File: src/rtl/ncl_wavefront_sequencer.sv
// Sequences one NCL dual-rail stage through DATA then NULL wavefronts and returns
// the captured result as a single-cycle response, with a timeout and illegal-encoding error.
module ncl_wavefront_sequencer #(
  parameter int unsigned WIDTH       = 4,
  parameter int unsigned TIMEOUT     = 255,
  parameter int unsigned SYNC_STAGES = 2
) (
  input  logic             clk,
  input  logic             rst_n,
  input  logic             req_valid,
  output logic             req_ready,
  input  logic [WIDTH-1:0] req_data,
  output logic [WIDTH-1:0] dr_t,
  output logic [WIDTH-1:0] dr_f,
  input  logic             ko,
  input  logic [WIDTH-1:0] res_t,
  input  logic [WIDTH-1:0] res_f,
  output logic             rsp_valid,
  output logic [WIDTH-1:0] rsp_data,
  output logic             rsp_error,
  output logic             busy
);

  localparam int unsigned TW = $clog2(TIMEOUT + 1);
  localparam logic [TW-1:0] TLAST = TW'(TIMEOUT - 1);

  typedef enum logic [1:0] {S_IDLE, S_DATA, S_NULL, S_RESP} state_e;

  state_e           state_q, state_d;
  logic [TW-1:0]    timer_q, timer_d;
  logic             err_q, err_d;
  logic [WIDTH-1:0] dr_t_q, dr_t_d, dr_f_q, dr_f_d;
  logic [WIDTH-1:0] rsp_data_q, rsp_data_d;

  logic [SYNC_STAGES-1:0] ko_sr_q;
  logic [WIDTH-1:0]       rt_sr_q [SYNC_STAGES];
  logic [WIDTH-1:0]       rf_sr_q [SYNC_STAGES];
  logic                   ko_s;
  logic [WIDTH-1:0]       rt_s, rf_s;

  always_ff @(posedge clk or negedge rst_n) begin
    if (!rst_n) begin
      ko_sr_q <= '0;
      for (int unsigned i = 0; i < SYNC_STAGES; i++) begin
        rt_sr_q[i] <= '0;
        rf_sr_q[i] <= '0;
      end
    end else begin
      ko_sr_q    <= {ko_sr_q[SYNC_STAGES-2:0], ko};
      rt_sr_q[0] <= res_t;
      rf_sr_q[0] <= res_f;
      for (int unsigned i = 1; i < SYNC_STAGES; i++) begin
        rt_sr_q[i] <= rt_sr_q[i-1];
        rf_sr_q[i] <= rf_sr_q[i-1];
      end
    end
  end

  assign ko_s = ko_sr_q[SYNC_STAGES-1];
  assign rt_s = rt_sr_q[SYNC_STAGES-1];
  assign rf_s = rf_sr_q[SYNC_STAGES-1];

  logic all_complete, all_null, any_illegal, timer_hit;
  assign all_complete = &(rt_s ^ rf_s);
  assign all_null     = ~|(rt_s | rf_s);
  assign any_illegal  = |(rt_s & rf_s);
  assign timer_hit    = (timer_q == TLAST);

  always_comb begin
    state_d    = state_q;
    timer_d    = timer_q;
    err_d      = err_q;
    dr_t_d     = dr_t_q;
    dr_f_d     = dr_f_q;
    rsp_data_d = rsp_data_q;
    unique case (state_q)
      S_IDLE: begin
        if (req_valid && ko_s) begin
          dr_t_d  = req_data;
          dr_f_d  = ~req_data;
          timer_d = '0;
          err_d   = 1'b0;
          state_d = S_DATA;
        end
      end
      S_DATA: begin
        timer_d = timer_q + 1'b1;
        if (any_illegal) err_d = 1'b1;
        // Completion is checked before the timer so a same-cycle exit carries no timeout error.
        if (!ko_s && all_complete) begin
          rsp_data_d = rt_s;
          dr_t_d     = '0;
          dr_f_d     = '0;
          timer_d    = '0;
          state_d    = S_NULL;
        end else if (timer_hit) begin
          dr_t_d  = '0;
          dr_f_d  = '0;
          err_d   = 1'b1;
          state_d = S_RESP;
        end
      end
      S_NULL: begin
        timer_d = timer_q + 1'b1;
        if (any_illegal) err_d = 1'b1;
        if (ko_s && all_null) begin
          state_d = S_RESP;
        end else if (timer_hit) begin
          err_d   = 1'b1;
          state_d = S_RESP;
        end
      end
      S_RESP: state_d = S_IDLE;
      default: state_d = S_IDLE;
    endcase
  end

  always_ff @(posedge clk or negedge rst_n) begin
    if (!rst_n) begin
      state_q    <= S_IDLE;
      timer_q    <= '0;
      err_q      <= 1'b0;
      dr_t_q     <= '0;
      dr_f_q     <= '0;
      rsp_data_q <= '0;
    end else begin
      state_q    <= state_d;
      timer_q    <= timer_d;
      err_q      <= err_d;
      dr_t_q     <= dr_t_d;
      dr_f_q     <= dr_f_d;
      rsp_data_q <= rsp_data_d;
    end
  end

  assign dr_t      = dr_t_q;
  assign dr_f      = dr_f_q;
  assign rsp_data  = rsp_data_q;
  assign req_ready = (state_q == S_IDLE) && ko_s;
  assign busy      = (state_q != S_IDLE);
  assign rsp_valid = (state_q == S_RESP);
  assign rsp_error = rsp_valid && err_q;

endmodule

File: config.mk
export PLATFORM = sky130hd
export DESIGN_NAME = ncl_wavefront_sequencer
export DESIGN_NICKNAME = d
export VERILOG_FILES = /design/src/rtl/ncl_wavefront_sequencer.sv
export SDC_FILE = /design/constraint.sdc
export NUM_CORES = 1
export LEC_CHECK = 0
export ABC_AREA = 1
export ABC_CLOCK_PERIOD_IN_PS = 1500
export CAP_MARGIN = 0
export CORE_ASPECT_RATIO = 0.7
export CORE_MARGIN = 2
export CORE_UTILIZATION = 30
export DETAILED_ROUTE_END_ITERATION = 16
export SYNTH_ARGS = -nofsm -noshare
export SYNTH_HDL_FRONTEND = slang
export SYNTH_SLANG_ARGS = --single-unit
File: constraint.sdc
create_clock -name clk -period 1.5 [get_ports clk]
set_input_delay 0.225 -clock clk [delete_from_list [all_inputs] [get_ports clk]]
set_output_delay 0.225 -clock clk [all_outputs]
set_load 0.02 [all_outputs]
Word level (Yosys, flattened, before mapping). Index checks and enable logic that the tools add are counted.

Logic and storage cells: 59. Output and inout port bits: 16. Input bits: 16. Flip-flop bits (word level): 41.

Add/subtract/negate cells: 1. Bitwise logic cells: 4. Equal/unequal tests: 6. Reduce and logical (&&, ||, !) cells: 17. Multiplexer cells: 20.

Operators with widths (number): $pmux W8 S3 (1); $mux W4 (4); $mux W8 (2); $pmux W4 S2 (2); $add A8 B1 Y8 const B (1); $eq A8 B8 Y1 const B (1); $mux W2 (4); $pmux W2 S4 (1); $reduce_or A4 Y1 (2); $logic_and A1 B1 Y1 (5); $mux W1 (5); $and A4 B4 Y4 (1); $eq A2 B2 Y1 const B (2); $not A4 Y4 (1); $or A4 B4 Y4 (1); $reduce_and A2 Y1 (2); $reduce_and A4 Y1 (1); $reduce_bool A2 Y1 (2); $xor A4 B4 Y4 (1); $ne A3 B3 Y1 const B (1); $pmux W1 S3 (1); $reduce_and A3 Y1 (1); $reduce_bool A3 Y1 (1); $eq A2 B1 Y1 const B (1); 3 further kinds (4).

Logic depth before layout (Yosys ltp). Gate-level depths: netlist of run 1.

Word-level depth: 6. Depth in mapped cells: 11. Gate-level depth less buffers: 11.

Least setup slack after synthesis of run 1. Ideal clock, no wire load.

Path type: reg-to-reg. From: register state_q[0]. To: register dr_f_q[0], in the netlist dr_f[0]. Required time: 1.383 ns. Stages on the path, launching flop included: 9. Period minus slack after synthesis: 1.448 ns. Slack: 0.052 ns. Setup time: 0.117 ns. Data arrival time: 1.331 ns. Path buffers: 1. Cell sequence: dfrtp_1 -> inv_1 -> ha_1 -> buf_2 -> inv_2 -> a21oi_2 -> o21ai_4 -> nand2_1 -> nand2_1.

Longest elaborated chain between the ends: 3. Elaborated cells between the ends (all ways): 7. Classes of those cells: eq/ne: 3; mux: 1; reduce/logical: 3.

Ends and longest elaborated chain: start: declaration (RTL line 29) `state_e state_q, state_d;`; start signal: assignment (RTL line 127) `state_q <= state_d;`; $eq A2 B1 Y1 or $logic_not A2 Y1 (tied branches) (RTL line 76) `unique case (state_q)`; $ne A3 B3 Y1 (no line) (tied with other cells); $reduce_and A3 Y1 (no line); end signal: assignment (RTL line 131) `dr_f_q <= dr_f_d;`; end: declaration (RTL line 32) `logic [WIDTH-1:0] dr_t_q, dr_t_d, dr_f_q, dr_f_d;`.

Several ways; a longest one is shown, not always the timed one. A chain may end at the register's enable or synchronous reset.

Worst setup path in the final report of run 1.
From: register state_q[1]. To: output port busy.

Longest elaborated chain between the ends: 1.

Ends and longest elaborated chain: $reduce_bool A2 Y1 (RTL line 140) `assign busy = (state_q != S_IDLE);`; end: declaration (RTL line 21) `output logic busy`.

No other way between the ends.

==> run summary, run 1 <==
Part of the power in combinational logic: 0.489. Synthesis handed over a netlist of 206 instances. By area, the combinational part of the netlist is dominated by simple AND/OR/NAND/NOR gates. Summing every instance area after synthesis gives 1921 µm². The share of the synthesized netlist area taken by xor and xnor gates works out to 0.009121.

The run gives 6037 µm as the first-pass GRT wire length. TritonCTS built the clock tree. The total leakage power was 1.396 nW. For the normalized max-slew margin, the log shows 0.6562. Unique cell type count in the Yosys netlist: 24. For the worst setup path, the data required time is 1.27 ns. The layout net count was 289. The run gives 0.3090 as the starting utilization of the core area. Area enclosed by the die boundary: 7069 µm². Critical setup path kind: flip-flop to output port. The number of buffers added by the clock tree synthesis step came out at 5.

At the end of routability-driven placement, the weighted congestion stood at 0.7860. The fraction of the mapped netlist area in compound gates came out at 0.06645. Counting along the longest clock path gives a buffer depth of 2. The fraction of final layout cells sized beyond drive strength 1 is 0.2548, and the number of remaining DRC errors is 0. Maximum level of the CTS H-tree: 2.

The first detailed-routing pass ran for 4 iterations. Summing internal, switching and leakage power gives 0.004276 W. The remaining global-route overflow was 0. The die height is 70.95 µm. The pre-CTS setup slack came out at -0.1097 ns. In this run the mean area of a mapped cell was 9.323 µm². For the total routing usage reported by global routing, the log shows 0.1089. Wires add up to 3706 µm. The portion of the post-synthesis area used by sequential elements came out at 0.5342. The CTS root buffer is sky130_fd_sc_hd__clkbuf_8. The tools report the type of destination of the critical path as an output port. Count of endpoints failing hold in the final timing report: 0. The total count of max-transition violations in the final report was 0; the iteration-0 DRC count of the detailed router was 93.

The minimum clock period after layout is 1.455 ns, and the total of max-cap violations is 0. The number of sinks driven by the clock tree is 41, and the register clock-pin slew on the reported worst setup and hold paths is 0.08 ns. Total number of placement rows: 24.

The portion of netlist area occupied by mux cells was 0. 32 I/O pins were placed. The core region is 6216 µm². The repair_antennas step left the layout with diodes totalling 0. The path type of the worst min-delay path was flip-flop to flip-flop.

The synthesized-area fraction occupied by adder cells was 0.09772. The net count after synthesis was 237; the chip width was 99.64 µm. The simple-gate portion of the synthesized area is 0.2235.

After detailed routing, the number of vias per cell comes to 4.347. Data arrives at the worst endpoint at 1.23 ns. Once detail routing completed, the nets flagged for antenna violations numbered 0.

For the number of antenna violations at the first check in global routing, the log shows 0. The clock latency on the worst-skew pair is 0.29 ns, and the slew at the pin closest to its max-slew limit is 0.5156 ns. The run gives 0 as the number of endpoints failing setup at the final stage. The detailed router placed 1,465 vias in this run. The wire length per cell after detailed routing was 11.00 µm; the portion of the clock cycle consumed by the worst path in the final layout was 0.9698.

Counting flops and latches in the post-synthesis netlist gives 41. Across the routed clock network, the largest skew measured is 0.003684 ns. In this run the tool buffered the top-level ports with 31 buffer cells.

Once routing completed, OpenROAD measured the worst setup slack at 0.04534 ns. Summing all non-filler instances in the final layout gives an area of 2681 µm². Setup repair after global routing could not meet its margin everywhere. The run gives 42 as the pin count of the biggest net entering global routing.

The signed area change from the synthesized netlist to the final layout was 39.61%. The critical path launch point type is a flip-flop. Along the worst path, the maximum fanout reaches 4. Yosys printed 0 warnings.

The worst voltage drop across the vdd grid is 0.4681 mV. The relative contribution of sequential cells to total power is 0.339, and the placed standard-cell area is 2399 µm². The fraction of power spent switching nets is 0.4022, and the half-perimeter wire length after detailed placement is 2587 µm. The net switching power came out at 0.001720 W.

The power per unit of standard cell area was 1595 nW/µm². The number of global-route vias before repair came out at 1,364. The flow ran to the end, and the final reports show no timing, DRC or antenna violations. The clock share of power was 0.172. Achievable clock frequency: 0.6874 GHz. Cell internal power was estimated by the tool at 0.002556 W.
metal layers:
metal / global-route usage / vias up / routed length [µm]
li1: - / 752 / -
met1: 0.1523 / 678 / 1838
met2: 0.1547 / 33 / 1662
met3: 0.03953 / 2 / 177
met4: 0.04110 / 0 / 28
met5: 0 / - / 0
worst paths after layout:
path / depth (start not counted) / slack [ns] / from / end
max: 4 / 0.05 / state_q[1] / busy
min: 0 / 0.35 / rf_sr_q[4] / rf_s[0]
max reg2reg: 7 / 0.07 / state_q[0] / rsp_data[3]
min reg2reg: 0 / 0.35 / rf_sr_q[4] / rf_s[0]
max in group asynchronous: 3 / 0.63 / rst_n / dr_f[0]
min in group asynchronous: 3 / 0.51 / rst_n / rt_sr_q[6]
metrics by stage:
stage                       util  instances  TNS, ns  hold WS [ns]
after floorplan                -        206        0      -0.07059
after global placement    0.3859        324  -0.1795        0.3178
after detailed placement  0.3859        324  -0.2529        0.3203
after CTS                 0.4104        335        0        0.3484
after global routing      0.4314        337  -0.1883        0.3501
final                     0.4314        337        0        0.3517
power groups by stage:
stage	Sequential [W]	Combinational, W	Clock [W]
floorplan	0.00162	0.000978	0
global placement	0.00147	0.00188	0
detailed placement	0.00147	0.00189	0
CTS	0.00145	0.00195	0.000769
global route	0.00149	0.00230	0.000802
finish	0.00145	0.00209	0.000735
final cells by class:
class                           instances  area, µm²
Tap cell                               78      97.59
Inverter                               31      120.1
Timing Repair Buffer                   48      457.9
Sequential cell                        41       1026
Fill cell                             596       3535
Multi-Input combinational cell        131      889.6
Clock inverter                          3      21.27
Clock buffer                            5      68.82
cell families (layout without fill, tap and decap cells):
| logic type | after synthesis | count (layout) |
|---|---|---|
| AND/OR/NAND/NOR | 94 | 94 |
| flip-flops | 41 | 41 |
| buffers and inverters | 34 | 87 |
| AO/OA/AOI/OAI | 20 | 20 |
| adder cells (fa/ha/maj) | 15 | 15 |
| XOR/XNOR | 2 | 2 |
Yosys cell counts:
cell / number / area [µm²]
sky130_fd_sc_hd__buf_2: 3 / 15.01
sky130_fd_sc_hd__nand4_1: 10 / 62.56
sky130_fd_sc_hd__inv_1: 26 / 97.59
sky130_fd_sc_hd__a21oi_1: 6 / 30.03
sky130_fd_sc_hd__nor2_4: 2 / 22.52
sky130_fd_sc_hd__nor2_1: 11 / 41.29
sky130_fd_sc_hd__o21a_1: 4 / 30.03
sky130_fd_sc_hd__nor3_1: 1 / 5.000
sky130_fd_sc_hd__nor2_2: 1 / 6.260
sky130_fd_sc_hd__o21bai_1: 1 / 7.510
sky130_fd_sc_hd__nand2_2: 5 / 31.28
sky130_fd_sc_hd__dfrtp_1: 41 / 1026
sky130_fd_sc_hd__nand3_1: 7 / 35.03
sky130_fd_sc_hd__o21ai_4: 1 / 16.27
sky130_fd_sc_hd__a21oi_2: 1 / 8.760
sky130_fd_sc_hd__o21ai_1: 5 / 25.02
sky130_fd_sc_hd__nand2_1: 55 / 206.5
sky130_fd_sc_hd__clkinv_2: 1 / 5.000
sky130_fd_sc_hd__xor2_1: 2 / 17.52
sky130_fd_sc_hd__inv_2: 4 / 15.01
sky130_fd_sc_hd__nand3b_1: 1 / 7.510
sky130_fd_sc_hd__ha_1: 15 / 187.7
sky130_fd_sc_hd__o21ai_0: 2 / 10.01
sky130_fd_sc_hd__nand2_4: 1 / 11.26
cells in the final DEF, fill, tap and decap left out, types with 3 or more instances in the layout:
cell,count
sky130_fd_sc_hd__nand2_2,4
sky130_fd_sc_hd__dfrtp_1,41
sky130_fd_sc_hd__buf_6,3
sky130_fd_sc_hd__nand2_4,5
sky130_fd_sc_hd__inv_2,12
sky130_fd_sc_hd__nand4_1,10
sky130_fd_sc_hd__ha_4,7
sky130_fd_sc_hd__clkbuf_8,5
sky130_fd_sc_hd__ha_1,7
sky130_fd_sc_hd__a21oi_1,6
sky130_fd_sc_hd__nand3_1,7
sky130_fd_sc_hd__nor2_1,10
sky130_fd_sc_hd__o21a_1,4
sky130_fd_sc_hd__dlymetal6s2s_1,10
sky130_fd_sc_hd__buf_4,14
sky130_fd_sc_hd__nand2_1,52
sky130_fd_sc_hd__o21ai_1,5
sky130_fd_sc_hd__buf_2,3
sky130_fd_sc_hd__inv_1,17
sky130_fd_sc_hd__clkdlybuf4s50_1,14
critical path, cell delays in order, from the launching register on:
cell                              delay [ns]
sky130_fd_sc_hd__dfrtp_1                0.40
sky130_fd_sc_hd__inv_2                  0.09
sky130_fd_sc_hd__ha_4                   0.16
sky130_fd_sc_hd__inv_2                  0.04
sky130_fd_sc_hd__clkdlybuf4s15_2        0.24
what timing repair did:
action | CTS | global route
gates resized for setup | 27 | 34
setup buffers | 2 | 2
pin swaps | 6 | 11
hold endpoints to repair | 25 | 0
setup endpoints to repair | 10 | 36
hold buffers | 1 | 0
state kept, by name, summed over array words and instances (netlist names):
name and cells:
dr_t 4, timer_q 8, rf_sr_q 4, dr_f 4, err_q 1, rt_sr_q 4, rsp_data 4, rf_s 4
rt_s 4, state_q 2, ko_sr_q 2
Note: power is estimated with default switching activity, not from simulation.
==> run 2: changes to the inputs <==
--- a/config.mk
+++ b/config.mk
@@ -12,6 +12,8 @@
 export CORE_MARGIN = 2
 export CORE_UTILIZATION = 30
 export DETAILED_ROUTE_END_ITERATION = 16
+export GPL_TIMING_DRIVEN = 0
+export SLEW_MARGIN = 20
 export SYNTH_ARGS = -nofsm -noshare
 export SYNTH_HDL_FRONTEND = slang
 export SYNTH_SLANG_ARGS = --single-unit
==> run 2 against run 1 <==
Largest cell class unchanged. Via count increased by 2.7%. Sequential power about the same. Critical path type unchanged. Fmax decreased by 4.3%. The flow now finishes with violations (setup timing).
==> run summary, run 2 (synthesis gave the netlist of run 1 again) <==
Number of buffers added by the clock tree synthesis step: 5 (unchanged). The wire length per cell after detailed routing is 11.69 µm (was 11.00 µm). The pre-CTS setup slack came out at -0.3985 ns (was -0.1097 ns).

The number of sinks driven by the clock tree was 41 (unchanged); the first-pass GRT wire length was 6541 µm (was 6037 µm). Cell area after layout: 2730 µm² (was 2681 µm²). The largest fanout on the critical path is 4 (unchanged). For the area enclosed by the die boundary, the log shows 7069 µm² (unchanged). The final reports fail on setup timing. Critical path launch point type: a flip-flop (unchanged). The terminating pin of the worst hold path was rt_s[2] (was rf_s[0]). The per-cell via count in the routed design was 4.411 (was 4.347); the starting utilization of the core area was 0.3090 (unchanged). For the data arrival time at the worst-slack endpoint, the log shows 1.29 ns (was 1.23 ns). The die height was 70.95 µm (unchanged); the total count of max-transition violations in the final report was 0 (unchanged). The leading cell type in the layout, fill and taps excluded was sky130_fd_sc_hd__nand2_1 (unchanged).

The count of endpoints failing hold in the final timing report was 0 (unchanged). The placed standard-cell area came out at 2351 µm² (was 2399 µm²). The worst setup margin was -0.01943 ns (was 0.04534 ns).

The number of flip-flops in the largest register is 8 (unchanged), and the total number of vias is 1,504 (was 1,465). The run gives 0 (unchanged) as the remaining number of nets flagged by the antenna check after routing. The critical path data required time was 1.27 ns (about the same).

CP cell instances: inv_2, ha_4, buf_6, nand2_2, inv_2, buf_6 (was inv_2, ha_4, inv_2, clkdlybuf4s15_2). The register clock-pin slew on the reported worst setup and hold paths is 0.08 ns (about the same), and the total of max-cap violations is 0 (unchanged). The clock latency on the worst-skew pair is 0.30 ns (was 0.29 ns), and the buffer and inverter count on the worst path is 4 (was 3). The slew at the pin closest to its max-slew limit was 0.4964 ns (was 0.5156 ns); the stage delay of the slowest cell on the critical path was 0.43 ns (was 0.40 ns). The path type of the worst min-delay path was flip-flop to flip-flop (unchanged). The cell with the biggest individual delay on the critical path is sky130_fd_sc_hd__dfrtp_1 (unchanged). The maximum level of the CTS H-tree was 2 (unchanged); the diode insertion count for antenna repair was 0 (unchanged). The minimum clock period after layout is 1.519 ns (was 1.455 ns). Setup repair after global routing could not meet its margin everywhere. The total leakage power is 1.447 nW (was 1.396 nW), and the remaining global-route overflow is 0 (unchanged). For the number of remaining DRC errors, the log shows 0 (unchanged). The core outline area was 6216 µm² (unchanged). The CTS root buffer was sky130_fd_sc_hd__clkbuf_8 (unchanged).

The cell depth of the worst min-delay path came out at 0 (unchanged). The startpoint of the most critical hold path is rt_sr_q[6] (was rf_sr_q[4]). For the achievable clock frequency, the log shows 0.6581 GHz (was 0.6874 GHz). Weighted congestion reported at the end of routability-driven placement: 0.8068 (was 0.7860). For the number of endpoints failing setup at the final stage, the log shows 1 (was 0). The portion of the clock cycle consumed by the worst path in the final layout was 1.013 (was 0.9698). The aggregate negative setup slack is -0.01943 ns (was 0 ns). Reg-to-reg startpoint: state_q[0] (unchanged). The run gives 46 (was 93) as the iteration-0 DRC count of the detailed router. The number of buffers on the longest clock path is 2 (unchanged). The chip width is 99.64 µm (unchanged). The logs give 0.006810 ns (was 0.003684 ns) for the final setup skew and 3985 µm (was 3706 µm) for the sum of routed wire length over all layers. The normalized max-slew margin was 0.6690 (was 0.6562).

The run gives 0 (unchanged) as the number of antenna violations at the first check in global routing. The half-perimeter wire length after detailed placement was 2632 µm (was 2587 µm). The number of primary I/O pins is 32 (unchanged). For the number of optimization iterations in the first detailed-route pass, the log shows 4 (unchanged). The tools report the endpoint of the worst register-to-register path as rsp_data[0] (was rsp_data[3]).

Final hold slack: 0.3516 ns (was 0.3517 ns). The layout net count is 293 (was 289), and the worst-case reg-to-reg path depth is 7 (unchanged). The signed area change from the synthesized netlist to the final layout was 42.15% (was 39.61%).

The type of destination of the critical path is an output port (unchanged). The logs give 341 (was 337) for the number of cells in the finished layout apart from fillers and 0.1185 (was 0.1089) for the total routing usage reported by global routing. The flow ran to the end, but the final reports show violations.

The run gives 316 (was 324) as the number of cells after detailed placement. The register with the highest flop count is timer_q (unchanged). Commonest non-fill, non-tap cells in the layout: 52 x sky130_fd_sc_hd__nand2_1, 41 x sky130_fd_sc_hd__dfrtp_1, 15 x sky130_fd_sc_hd__inv_2, 15 x sky130_fd_sc_hd__inv_1, 15 x sky130_fd_sc_hd__buf_4 (was 52 x sky130_fd_sc_hd__nand2_1, 41 x sky130_fd_sc_hd__dfrtp_1, 17 x sky130_fd_sc_hd__inv_1, 14 x sky130_fd_sc_hd__clkdlybuf4s50_1, 14 x sky130_fd_sc_hd__buf_4). The critical setup path kind is flip-flop to output port (unchanged). For the total number of placement rows, the log shows 24 (unchanged). TritonCTS built the clock tree. The worst voltage drop across the vdd grid was 0.5851 mV (was 0.4681 mV); the fraction of final layout cells sized beyond drive strength 1 was 0.2662 (was 0.2548). The power per unit of standard cell area is 1631 nW/µm² (was 1595 nW/µm²).

The setup slack on the worst flop-to-flop path came out at 0.01 ns (was 0.07 ns). The pin count of the biggest net entering global routing is 23 (was 42). Family with the most delay on the worst path: flip-flops (unchanged). The number of global-route vias before repair came out at 1,442 (was 1,364). The count of buffers from port buffering is 31 (unchanged).
## run 2: cell count changes in the layout (fill, tap and decap cells not counted), moves of 2 or more
cell                             previous run  this run
sky130_fd_sc_hd__clkinv_2                   2         0
sky130_fd_sc_hd__dlymetal6s2s_1            10        12
sky130_fd_sc_hd__inv_2                     12        15
sky130_fd_sc_hd__ha_4                       7         5
sky130_fd_sc_hd__inv_1                     17        15
sky130_fd_sc_hd__buf_6                      3         5
sky130_fd_sc_hd__dlygate4sd2_1              2         0
## run 2: timing repair
item | 4_1_cts | 5_1_grt
pin swaps | 0 | 17
setup endpoints to repair | 15 | 38
hold endpoints to repair | 19 | 0
hold buffers | 1 | 0
resized for setup | 28 | 38
buffers inserted | 7 | 9
## run 2: through the flow
| step | power, W | utilization |
|---|---|---|
| after floorplan | 0.002596 | - |
| after global placement | 0.003179 | 0.3746 |
| after detailed placement | 0.003216 | 0.3782 |
| after CTS | 0.004304 | 0.4098 |
| after global routing | 0.004747 | 0.4392 |
| final | 0.004454 | 0.4392 |
## run 2: power breakdown
group / total, W / internal, W / switching, W
registers: 0.00146 / 0.00133 / 0.000140
logic: 0.00210 / 0.000908 / 0.00119
clock network: 0.000893 / 0.000500 / 0.000394
total: 0.00445 / 0.00273 / 0.00172
## run 2: worst register-to-register path, delay by kind of cell (launching register included)
| kind | cells | cell delay (ns) |
|---|---|---|
| DFF | 1 | 0.43 |
| adders and majority gates | 1 | 0.23 |
| and+or+nand+nor | 2 | 0.25 |
| buffers and inverters | 3 | 0.37 |
| AOI/OAI and AO/OA | 1 | 0.10 |
## run 2: cell type report
type | instances | area (µm²)
well taps | 78 | 97.59
multi-input cells | 131 | 859.6
repair buffers | 49 | 495.5
inverters | 31 | 118.9
clock inverters | 2 | 38.79
plain buffers | 3 | 21.27
flip-flops and latches | 41 | 1026
clock buffers | 6 | 72.57
fillers | 567 | 3486
## run 2: how the worst max path moves through the flow
stage	cells past startpoint	start	to	slack [ns]
6_report	6	state_q[0]	req_ready	-0.02
5_1_grt	9	rf_s[0]	dr_f[1]	-0.08
3_3_place_gp	1	rst_n	dr_t[3]	-0.83
2_1_floorplan	8	state_q[0]	dr_f[0]	0.05
4_1_cts	5	state_q[0]	rsp_error	-0.009
3_5_place_dp	6	state_q[0]	req_ready	-0.40
## run 2: layer usage
layer  GRT usage  up-vias  part of all wire
met3     0.04249       10             0.054
met1      0.1616      692              0.47
met4     0.04262        0             0.017
met2      0.1749       44              0.45
li1            -      758                 -
met5           0        -                 0
